--- config.mk ---
export PLATFORM = sky130hd
export DESIGN_NAME = param_light_control
export DESIGN_NICKNAME = d
export VERILOG_FILES = /design/src/rtl/param_light_control.sv
export SDC_FILE = /design/constraint.sdc
export NUM_CORES = 1
export LEC_CHECK = 0
export CAP_MARGIN = 20
export CORE_MARGIN = 2
export CORE_UTILIZATION = 53
export CTS_CLUSTER_DIAMETER = 40
export DETAILED_ROUTE_END_ITERATION = 12
export PLACE_DENSITY = 0.87
export SYNTH_ARGS = -nofsm -noshare
export SYNTH_HDL_FRONTEND = slang
export SYNTH_SLANG_ARGS = --single-unit
export TNS_END_PERCENT = 20
--- constraint.sdc ---
create_clock -name clk -period 2.6 [get_ports clk]
set_input_delay 0.26 -clock clk [delete_from_list [all_inputs] [get_ports clk]]
set_output_delay 0.26 -clock clk [all_outputs]
set_load 0.01 [all_outputs]
--- src/rtl/param_light_control.sv ---
// rtl/param_light_control.sv - parametrised highway/country traffic-light controller
module param_light_control #(
    parameter int CNT_W       = 5,
    parameter int H_GREEN_MIN = 8,
    parameter int C_GREEN_MIN = 4,
    parameter int C_GREEN_MAX = 16,
    parameter int YELLOW_T    = 3,
    parameter int ALLRED_T    = 2
) (
    input  logic       clk,
    input  logic       clear,
    input  logic       car_h,
    input  logic       car_c,
    input  logic       emerg,
    output logic [1:0] hwy,
    output logic [1:0] cntry,
    output logic [2:0] phase
);

    typedef enum logic [2:0] {
        H_GREEN   = 3'd0,
        H_YELLOW  = 3'd1,
        ALLRED_HC = 3'd2,
        C_GREEN   = 3'd3,
        C_YELLOW  = 3'd4,
        ALLRED_CH = 3'd5
    } state_t;

    localparam logic [1:0] LAMP_RED    = 2'b00;
    localparam logic [1:0] LAMP_YELLOW = 2'b01;
    localparam logic [1:0] LAMP_GREEN  = 2'b10;

    // Timer thresholds expressed as the timer value seen on the exit edge
    localparam logic [CNT_W-1:0] TIMER_SAT = '1;
    localparam logic [CNT_W-1:0] H_MIN_T   = CNT_W'(H_GREEN_MIN - 1);
    localparam logic [CNT_W-1:0] C_MIN_T   = CNT_W'(C_GREEN_MIN - 1);
    localparam logic [CNT_W-1:0] C_MAX_T   = CNT_W'(C_GREEN_MAX - 1);
    localparam logic [CNT_W-1:0] YEL_T     = CNT_W'(YELLOW_T - 1);
    localparam logic [CNT_W-1:0] ARED_T    = CNT_W'(ALLRED_T - 1);

    logic [1:0]       car_h_sync;
    logic [1:0]       car_c_sync;
    logic [1:0]       emerg_sync;
    logic             car_h_s;
    logic             car_c_s;
    logic             emerg_s;
    state_t           state;
    state_t           state_nxt;
    logic [CNT_W-1:0] timer;

    always_ff @(posedge clk or posedge clear) begin
        if (clear) begin
            car_h_sync <= 2'b00;
            car_c_sync <= 2'b00;
            emerg_sync <= 2'b00;
        end else begin
            car_h_sync <= {car_h_sync[0], car_h};
            car_c_sync <= {car_c_sync[0], car_c};
            emerg_sync <= {emerg_sync[0], emerg};
        end
    end

    assign car_h_s = car_h_sync[1];
    assign car_c_s = car_c_sync[1];
    assign emerg_s = emerg_sync[1];

    always_comb begin
        state_nxt = state;
        case (state)
            H_GREEN: begin
                if (timer >= H_MIN_T && car_c_s && !emerg_s)
                    state_nxt = H_YELLOW;
            end
            H_YELLOW: begin
                if (timer == YEL_T)
                    state_nxt = ALLRED_HC;
            end
            ALLRED_HC: begin
                if (timer == ARED_T)
                    state_nxt = C_GREEN;
            end
            C_GREEN: begin
                // Emergency preempts the minimum; the max limit only bites with highway demand
                if (emerg_s || (timer >= C_MIN_T && !car_c_s) ||
                    (timer >= C_MAX_T && car_h_s))
                    state_nxt = C_YELLOW;
            end
            C_YELLOW: begin
                if (timer == YEL_T)
                    state_nxt = ALLRED_CH;
            end
            ALLRED_CH: begin
                if (timer == ARED_T)
                    state_nxt = H_GREEN;
            end
            default: state_nxt = H_GREEN;
        endcase
    end

    always_ff @(posedge clk or posedge clear) begin
        if (clear) begin
            state <= H_GREEN;
            timer <= '0;
            hwy   <= LAMP_GREEN;
            cntry <= LAMP_RED;
            phase <= 3'd0;
        end else begin
            state <= state_nxt;
            phase <= state_nxt;
            if (state_nxt != state)
                timer <= '0;
            else if (timer != TIMER_SAT)
                timer <= timer + 1'b1;
            case (state_nxt)
                H_GREEN:   begin hwy <= LAMP_GREEN;  cntry <= LAMP_RED;    end
                H_YELLOW:  begin hwy <= LAMP_YELLOW; cntry <= LAMP_RED;    end
                C_GREEN:   begin hwy <= LAMP_RED;    cntry <= LAMP_GREEN;  end
                C_YELLOW:  begin hwy <= LAMP_RED;    cntry <= LAMP_YELLOW; end
                default:   begin hwy <= LAMP_RED;    cntry <= LAMP_RED;    end
            endcase
        end
    end

endmodule

# Word level (Yosys, flattened, before mapping)
# Cells that the tools add are included.
[classes]
mul = 0
n_lt_le_gt_ge = 3
eq_ne = 12
div_mod_pow = 0
mux = 11
shifts = 0
n_bitwise = 0
add_sub_neg = 1
n_reduce_logical = 11
[ops]
columns = ["op", "count"]
rows = [
  ["$mux 3", 6],
  ["$pmux 3 s6", 1],
  ["$mux 5", 2],
  ["$eq 3x2->1 const B", 3],
  ["$eq 3x3->1 const B", 3],
  ["$pmux 2 s2", 2],
  ["$eq 3x1->1 const B", 2],
  ["$logic_not 3->1", 2],
  ["$add 5x1->5 const B", 1],
  ["$eq 5x1->1 const B", 1],
  ["$eq 5x2->1 const B", 1],
  ["$ge 5x2->1 const B", 1],
  ["$ge 5x3->1 const B", 1],
  ["$ge 5x4->1 const B", 1],
  ["$ne 5x5->1 const B", 1],
  ["$logic_and 1x1->1", 4],
  ["$ne 3x3->1", 1],
  ["$logic_not 1->1", 2],
  ["$logic_or 1x1->1", 2],
  ["$reduce_bool 2->1", 1],
]
[totals]
ramBits = 0
mem_count = 0
latch_bits = 0
reg_bits = 18
romBits = 0

# Longest topological paths before layout
# Gate-level depths: netlist (run 1).
[logic_depth]
depth_word = 8
mapped_depth = 9

# Worst setup path before layout (run 1)
# Ideal clock, no wire load.
[synth_timing]
path_type = "register -> register"
start = "register timer[0]"
end = "register timer[3]"
required_time_ns = 2.506
setup_time_ns = 0.094
path_slack_ns = 0.633
n_path_buf = 0
t_arrival_ns = 1.873
path_stages_with_launch = 7
period_less_slack_ns = 1.967
cell_sequence = "dfrtp_1 > ha_1 > and3_1 > ha_1 > or4_1 > xor2_1 > a221oi_2"
[synth_between]
elab_chain_len = 8
word_cells_on_any_way = 24
cone_classes = "add/sub: 1; order compare: 3; eq/ne: 4; mux: 9; reduce/logical: 7"
[synth_lines]
columns = ["element", "line_no", "text"]
rows = [
  ["start: declaration", "49", "logic [CNT_W-1:0] timer;"],
  ["start signal: assignment", "113", "timer <= timer + 1'b1;"],
  ["$ge 5x2->1", "84", "if (emerg_s || (timer >= C_MIN_T && !car_c_s) ||"],
  ["$logic_and 1x1->1", "84", ""],
  ["$logic_or 1x1->1 (2 in a row)", "84", ""],
  ["$mux 3", "84", ""],
  ["$pmux 3 s6", "69", "case (state)"],
  ["$ne 3x3->1", "110", "if (state_nxt != state)"],
  ["$mux 5 or $reduce_bool 2->1 (tied branches)", "--", ""],
]
# Parallel ways exist; a longest one is shown, timed or not. The select of a mux whose other input is x is not followed.
# A chain may end at the register's enable or synchronous reset.

# Worst setup path after layout (run 1)
# Same ends and word-level chain as after synthesis.

==> results of run 1 <==
-- sequential cells by signal (all words and copies together) (netlist names) --
name / cells
car_h_sync: 2
hwy: 2
timer: 5
car_c_sync: 2
emerg_sync: 2
state: 3
cntry: 2
-- path summary, 6_finish.rpt --
kind | startpoint | endpoint
min reg2reg | emerg_sync[0]$_DFF_PP0_ | emerg_sync[1]$_DFF_PP0_
max in group asynchronous | clear | car_c_sync[1]$_DFF_PP0_
min | clear | cntry[1]$_DFF_PP0_
min in group clk | emerg_sync[0]$_DFF_PP0_ | emerg_sync[1]$_DFF_PP0_
max | timer[0]$_DFFE_PP0P_ | timer[3]$_DFFE_PP0P_
max reg2reg | timer[0]$_DFFE_PP0P_ | timer[3]$_DFFE_PP0P_
-- cell type report --
type	count	area (sq um)	area share, %
flip-flops and latches	18	452	39.8
multi-input cells	66	474	41.8
inverters	8	30.0	2.65
repair buffers	11	110	9.71
well taps	25	31.3	2.76
clock buffers	4	36.3	3.20
-- cells by family (layout without fill, tap and decap cells) --
kind of cell,after synthesis,after routing
AOI/OAI and AO/OA,26,26
buffers and inverters,11,23
xor gates and xnor gates,3,3
and+or+nand+nor,32,32
DFF,18,18
adders and majority gates,5,5
-- through the flow --
step	area [sq um]	hold slack (ns)	utilization [%]	power, W
6_report	1130	0.337	65.7	0.00118
5_1_grt	1130	0.362	65.7	0.00128
4_1_cts	1130	0.349	65.7	0.00119
3_5_place_dp	1100	0.336	63.6	0.00101
3_3_place_gp	1100	0.333	63.6	0.000982
2_1_floorplan	971	0.198	-	0.000845
-- synth_stat cells (3+ instances only) --
| cell type | n | area [sq um] |
|---|---|---|
| dfrtp_1 | 17 | 425 |
| a21oi_1 | 9 | 45.0 |
| nor2_1 | 8 | 30.0 |
| inv_1 | 7 | 26.3 |
| ha_1 | 5 | 62.6 |
| a21oi_2 | 3 | 26.3 |
| buf_2 | 3 | 15.0 |
| nand2_1 | 3 | 11.3 |
| nor2b_1 | 3 | 18.8 |
-- layer usage --
metal  GRT usage, %  vias to the layer above
li1               -                      363
met1           26.5                      358
met2           40.0                       18
met3           2.69                        7
met4           8.33                        0
met5              0                        -
-- critical path, delay by kind of cell (launching register included) --
family	cells	cell delay, ns
and+or+nand+nor	2	0.73
adders and majority gates	2	0.53
DFF	1	0.47
xor gates and xnor gates	1	0.17
AOI/OAI and AO/OA	1	0.17
-- report_power, final --
group / internal [W] / switching, W
clock: 0.0000855 / 0.0000915
sequential: 0.000358 / 0.000108
combinational: 0.000253 / 0.000287
==> flow_metrics.env, run 1 <==
export IMPL_setup_tns_ns=0
export IMPL_p_per_area_mw_per_mm2=1040
export IMPL_yosysUniqueCellTypes=37
export IMPL_cts_hold_buf=0
export IMPL_crit_arrival_ns=2.38
export IMPL_final_common_cell="dfrtp_1"
export IMPL_die_area_sq_mm=0.00219
export IMPL_synth_simple_area_share_pct=19.8
export IMPL_first_global_vias=772
export IMPL_drc=0
export IMPL_status="finished, final reports clean"
export IMPL_dpl_worst_slack_ns=0.480
export IMPL_dp_hpwl_um=1380
export IMPL_post_cts_setup_buffers=0
export IMPL_wl_met2_um=1020
export IMPL_viasPerCell=5.65
export IMPL_cp_slowest_cell="or4_1"
export IMPL_netlist_instances=95
export IMPL_antenna_cells=0
export IMPL_fin_cells=132
export IMPL_cts_clk_slew_worst_paths_ns=0.12
export IMPL_synth_adder_area_share_pct=6.44
export IMPL_syn_area_per_cell_sq_um=10.2
export IMPL_cts_tree="yes"
export IMPL_drv_slew=0
export IMPL_htree_num_levels=1
export IMPL_highest_layer="met4"
export IMPL_antenna_found_initial=0
export IMPL_syn_area_sq_um=971
export IMPL_hp_class="input port to async pin"
export IMPL_maxCapViolations=0
export IMPL_muxShareOfSynthArea_pct=0
export IMPL_period_share_pct=82.8
export IMPL_root_buffer="clkbuf_4"
export IMPL_grt_usage_pct=22.0
export IMPL_end_kind="flip-flop"
export IMPL_reg2reg_slack_ns=0.45
export IMPL_layout_common_cells="dfrtp_1 (17), clkdlybuf4s50_1 (11), a21oi_1 (9)"
export IMPL_fin_skew_ns=0.0187
export IMPL_critPathLaunchType="flip-flop"
export IMPL_port_buffers=11
export IMPL_drtAntennaViolNets=0
export IMPL_period_minus_slack_ns=2.15
export IMPL_max_freq_ghz=0.464
export IMPL_wl_met3_um=51
export IMPL_synthXorXnorAreaFrac_pct=2.71
export IMPL_place_congestion=0.820
export IMPL_syn_nets=105
export IMPL_worstPathCellList="ha_1 -> and3_1 -> ha_1 -> or4_1 -> xor2_1 -> a221oi_2"
export IMPL_clk_path_buf_depth=2
export IMPL_core_area_sq_mm=0.00173
export IMPL_max_slew_worst_pin_slew_ns=0.681
export IMPL_seq_area_frac_synth_pct=46.5
export IMPL_async_reset_ff_share_pct=100
export IMPL_irDropWorstVdd_mv=0.616
export IMPL_hold_violations=0
export IMPL_critPathRequiredTime_ns=2.83
export IMPL_cpPeakStageDelay_ns=0.52
export IMPL_slew_headroom_pct=54.5
export IMPL_synth_seq_cells=18
export IMPL_synth_compound_area_share_pct=19.8
export IMPL_fin_ws_ns=0.446
export IMPL_wirelength_um=1890
export IMPL_criticalPathCategory="flip-flop to flip-flop"
export IMPL_yosysWarningCount=0
export IMPL_die_w_um=46.8
export IMPL_wl_met1_um=773
export IMPL_dr_pass1_iters=4
export IMPL_drive_gt1_share_pct=17.8
export IMPL_syn_to_final_growth_pct=16.8
export IMPL_ys_flop_type="dfrtp_1"
export IMPL_n_fill_cell=158
export IMPL_p_leak_nw=0.500
export IMPL_routedWlPerCell_um=14.3
export IMPL_setup_viol=0
export IMPL_die_y_um=46.8
export IMPL_io_pins=12
export IMPL_rows=15
export IMPL_grt_pass1_wl_um=3340
export IMPL_synth_top_family_by_area="simple AND/OR/NAND/NOR gates"
export IMPL_grt_overflow=0
export IMPL_initial_utilization_pct=56.2
export IMPL_nets=118
export IMPL_drt_iter0_markers=8
export IMPL_timing_critical_path_mode_cell="ha_1"
export IMPL_place_inst=128
export IMPL_synth_enable_flop_cells=0
export IMPL_dr_total_vias=746
export IMPL_grt_max_degree=19
export IMPL_cts_buffers_inserted=3
export IMPL_r2r_cells=6
export IMPL_worst_path_max_fanout=7
export IMPL_cts_sink_count=18
export IMPL_ctsResizeCount=0
export IMPL_clock_latency_ns=0.31
export IMPL_rsz0062_at_grt="false"
No activity file was read; power rests on OpenSTA's default activity.
==> run 2: changes to the inputs <==
--- a/config.mk
+++ b/config.mk
@@ -7,10 +7,10 @@
 export LEC_CHECK = 0
 export CAP_MARGIN = 20
 export CORE_MARGIN = 2
-export CORE_UTILIZATION = 53
+export CORE_UTILIZATION = 48
 export CTS_CLUSTER_DIAMETER = 40
 export DETAILED_ROUTE_END_ITERATION = 12
-export PLACE_DENSITY = 0.87
+export PLACE_DENSITY = 0.83
 export SYNTH_ARGS = -nofsm -noshare
 export SYNTH_HDL_FRONTEND = slang
 export SYNTH_SLANG_ARGS = --single-unit
==> constraint.sdc (replaced) <==
create_clock -name clk -period 1.9 [get_ports clk]
set_input_delay 0.19 -clock clk [delete_from_list [all_inputs] [get_ports clk]]
set_output_delay 0.19 -clock clk [all_outputs]
set_load 0.01 [all_outputs]
==> run 2 against run 1 <==
Net effect: flip-flop and latch count did not move; critical path depth unchanged; clock power grew 35%; maximum frequency rose by 18%; clock skew fell by 0.0066 ns; power rose by 45%; non-clock buffer count increased by 7; critical path type unchanged; critical endpoint unchanged; highest routed layer unchanged.
==> flow_metrics.env, run 2 (same netlist as run 1, synthesis figures left out) <==
export IMPL_cpPeakStageDelay_ns=0.48
export IMPL_antenna_found_initial=0
export IMPL_max_slew_worst_pin_slew_ns=0.668
export IMPL_status="finished, final reports clean"
export IMPL_root_buffer="clkbuf_4"
export IMPL_htree_num_levels=1
export IMPL_timing_critical_path_mode_cell="ha_2"
export IMPL_cts_hold_buf=0
export IMPL_drtAntennaViolNets=0
export IMPL_regArea_sq_um=452
export IMPL_cts_buffers_inserted=3
export IMPL_critPathRequiredTime_ns=2.12
export IMPL_worstPathCellList="ha_2 -> and3_4 -> ha_2 -> or4_4 -> xor2_1 -> a221oi_2"
export IMPL_core_area_sq_mm=0.00194
export IMPL_grt_usage_pct=17.6
export IMPL_final_common_cell="dfrtp_1"
export IMPL_max_freq_ghz=0.547
export IMPL_reg2reg_from="timer[0]$_DFFE_PP0P_"
export IMPL_multi_input_area_sq_um=499
export IMPL_wirelength_um=1900
export IMPL_first_global_vias=754
export IMPL_dp_hpwl_um=1400
export IMPL_hold_ws_ns=0.268
export IMPL_grt_overflow=0
export IMPL_drive_gt1_share_pct=28.1
export IMPL_layout_common_cells="dfrtp_1 (17), clkdlybuf4s50_1 (11), a21oi_1 (9)"
export IMPL_p_leak_nw=0.529
export IMPL_clk_path_buf_depth=2
export IMPL_grt_max_degree=19
export IMPL_fin_cells=141
export IMPL_clock_latency_ns=0.30
export IMPL_end_kind="flip-flop"
export IMPL_cts_clk_slew_worst_paths_ns=0.11
export IMPL_rows=16
export IMPL_die_y_um=49.0
export IMPL_regMostFlops="timer"
export IMPL_rsz0062_at_grt="true"
export IMPL_largest_reg_flops=5
export IMPL_period_share_pct=96.1
export IMPL_antenna_cells=0
export IMPL_irDropWorstVdd_mv=0.946
export IMPL_crit_arrival_ns=2.05
export IMPL_initial_utilization_pct=50.0
export IMPL_criticalPathCategory="flip-flop to flip-flop"
export IMPL_slew_headroom_pct=55.4
export IMPL_grt_pass1_wl_um=3180
export IMPL_cts_sink_count=18
export IMPL_drt_iter0_markers=12
export IMPL_cp_buffers_inverters=0
export IMPL_p_per_area_mw_per_mm2=1410
export IMPL_cp_slowest_cell="or4_4"
export IMPL_die_area_sq_mm=0.00240
export IMPL_viasPerCell=5.60
export IMPL_period_minus_slack_ns=1.83
export IMPL_worst_path_max_fanout=3
export IMPL_dr_total_vias=789
export IMPL_crit_start="timer[0]$_DFFE_PP0P_"
export IMPL_setup_viol=0
export IMPL_port_buffers=11
export IMPL_io_pins=12
export IMPL_maxCapViolations=0
export IMPL_hp_class="input port to async pin"
export IMPL_n_fill_cell=161
export IMPL_place_inst=136
export IMPL_top_regs="timer x5, state x3"
export IMPL_place_congestion=0.942
export IMPL_nets=125
export IMPL_critPathLaunchType="flip-flop"
export IMPL_drv_slew=0
export IMPL_cts_tree="yes"
export IMPL_hold_violations=0
export IMPL_die_w_um=49.0
export IMPL_dr_pass1_iters=4
export IMPL_syn_to_final_growth_pct=25.0
export IMPL_drc=0
export IMPL_crit_family="simple AND/OR/NAND/NOR gates"
export IMPL_routedWlPerCell_um=13.5
export IMPL_fin_skew_ns=0.0121
[run 2: cell count changes in the layout (fill, tap and decap cells not counted), sizes merged]
cell	change
buf	+7
[run 2: layout make-up]
| class | count | area share, % |
|---|---|---|
| clock buffer | 4 | 2.99 |
| inverter | 8 | 2.47 |
| multi-input combinational | 66 | 41.1 |
| sequential | 18 | 37.2 |
| tap | 27 | 2.78 |
| timing repair buffer | 18 | 13.4 |
[run 2: path summary, 6_finish.rpt]
| check | endpoint | slack [ns] | cells past startpoint |
|---|---|---|---|
| hold reg to reg | car_c_sync[1]$_DFF_PP0_ | 0.34 | 0 |
| setup / recovery | timer[3]$_DFFE_PP0P_ | 0.07 | 6 |
| setup reg to reg | timer[3]$_DFFE_PP0P_ | 0.07 | 6 |
| max in group asynchronous | state[1]$_DFF_PP0_ | 1.19 | 2 |
| min in group clk | emerg_sync[0]$_DFF_PP0_ | 0.33 | 1 |
| hold / removal | timer[4]$_DFFE_PP0P_ | 0.27 | 2 |
[run 2: what timing repair did]
action                     4_1_cts  5_1_grt
buffers inserted                 0        1
setup endpoints to repair        0        9
resized for setup                0        4
[run 2: metrics by stage]
| step | TNS, ns | setup slack, ns | power [W] | util [%] | area, sq um |
|---|---|---|---|---|---|
| 6_report | 0 | 0.0734 | 0.00172 | 62.5 | 1210 |
| 4_1_cts | 0 | 0.00846 | 0.00168 | 61.1 | 1190 |
| 5_1_grt | -0.0232 | -0.0122 | 0.00185 | 62.5 | 1210 |
| 3_3_place_gp | 0 | 0.0903 | 0.00141 | 59.2 | 1150 |
| 2_1_floorplan | 0 | 0.00570 | 0.00116 | - | 976 |
| 3_5_place_dp | 0 | 0.0294 | 0.00144 | 59.2 | 1150 |
[run 2: worst reg2reg max path: stages, from the launching register on]
cell and delay [ns]:
dfrtp_1 0.40, ha_2 0.20, and3_4 0.18, ha_2 0.17, or4_4 0.48, xor2_1 0.16, a221oi_2 0.16
[run 2: report_power, final]
group | switching, W | leakage [nW] | internal, W
clock network | 0.000122 | 0.0210 | 0.000117
registers | 0.0000972 | 0.226 | 0.000490
logic | 0.000471 | 0.282 | 0.000419
total | 0.000690 | 0.529 | 0.00103
[run 2: per-layer routing]
layer	vias to the layer above	wire length, um	global-route usage (%)	share of wire [%]
li1	376	-	-	-
met1	377	837	22.1	44
met2	28	923	28.5	49
met3	8	77	2.76	4.0
met4	0	65	10.5	3.4
met5	-	0	0	0
==> run 3: changes to the inputs <==
--- a/config.mk
+++ b/config.mk
@@ -14,4 +14,4 @@
 export SYNTH_ARGS = -nofsm -noshare
 export SYNTH_HDL_FRONTEND = slang
 export SYNTH_SLANG_ARGS = --single-unit
-export TNS_END_PERCENT = 20
+export TNS_END_PERCENT = 1
==> results of run 3 <==
Final layout, timing and power as in run 2 (identical DEF).
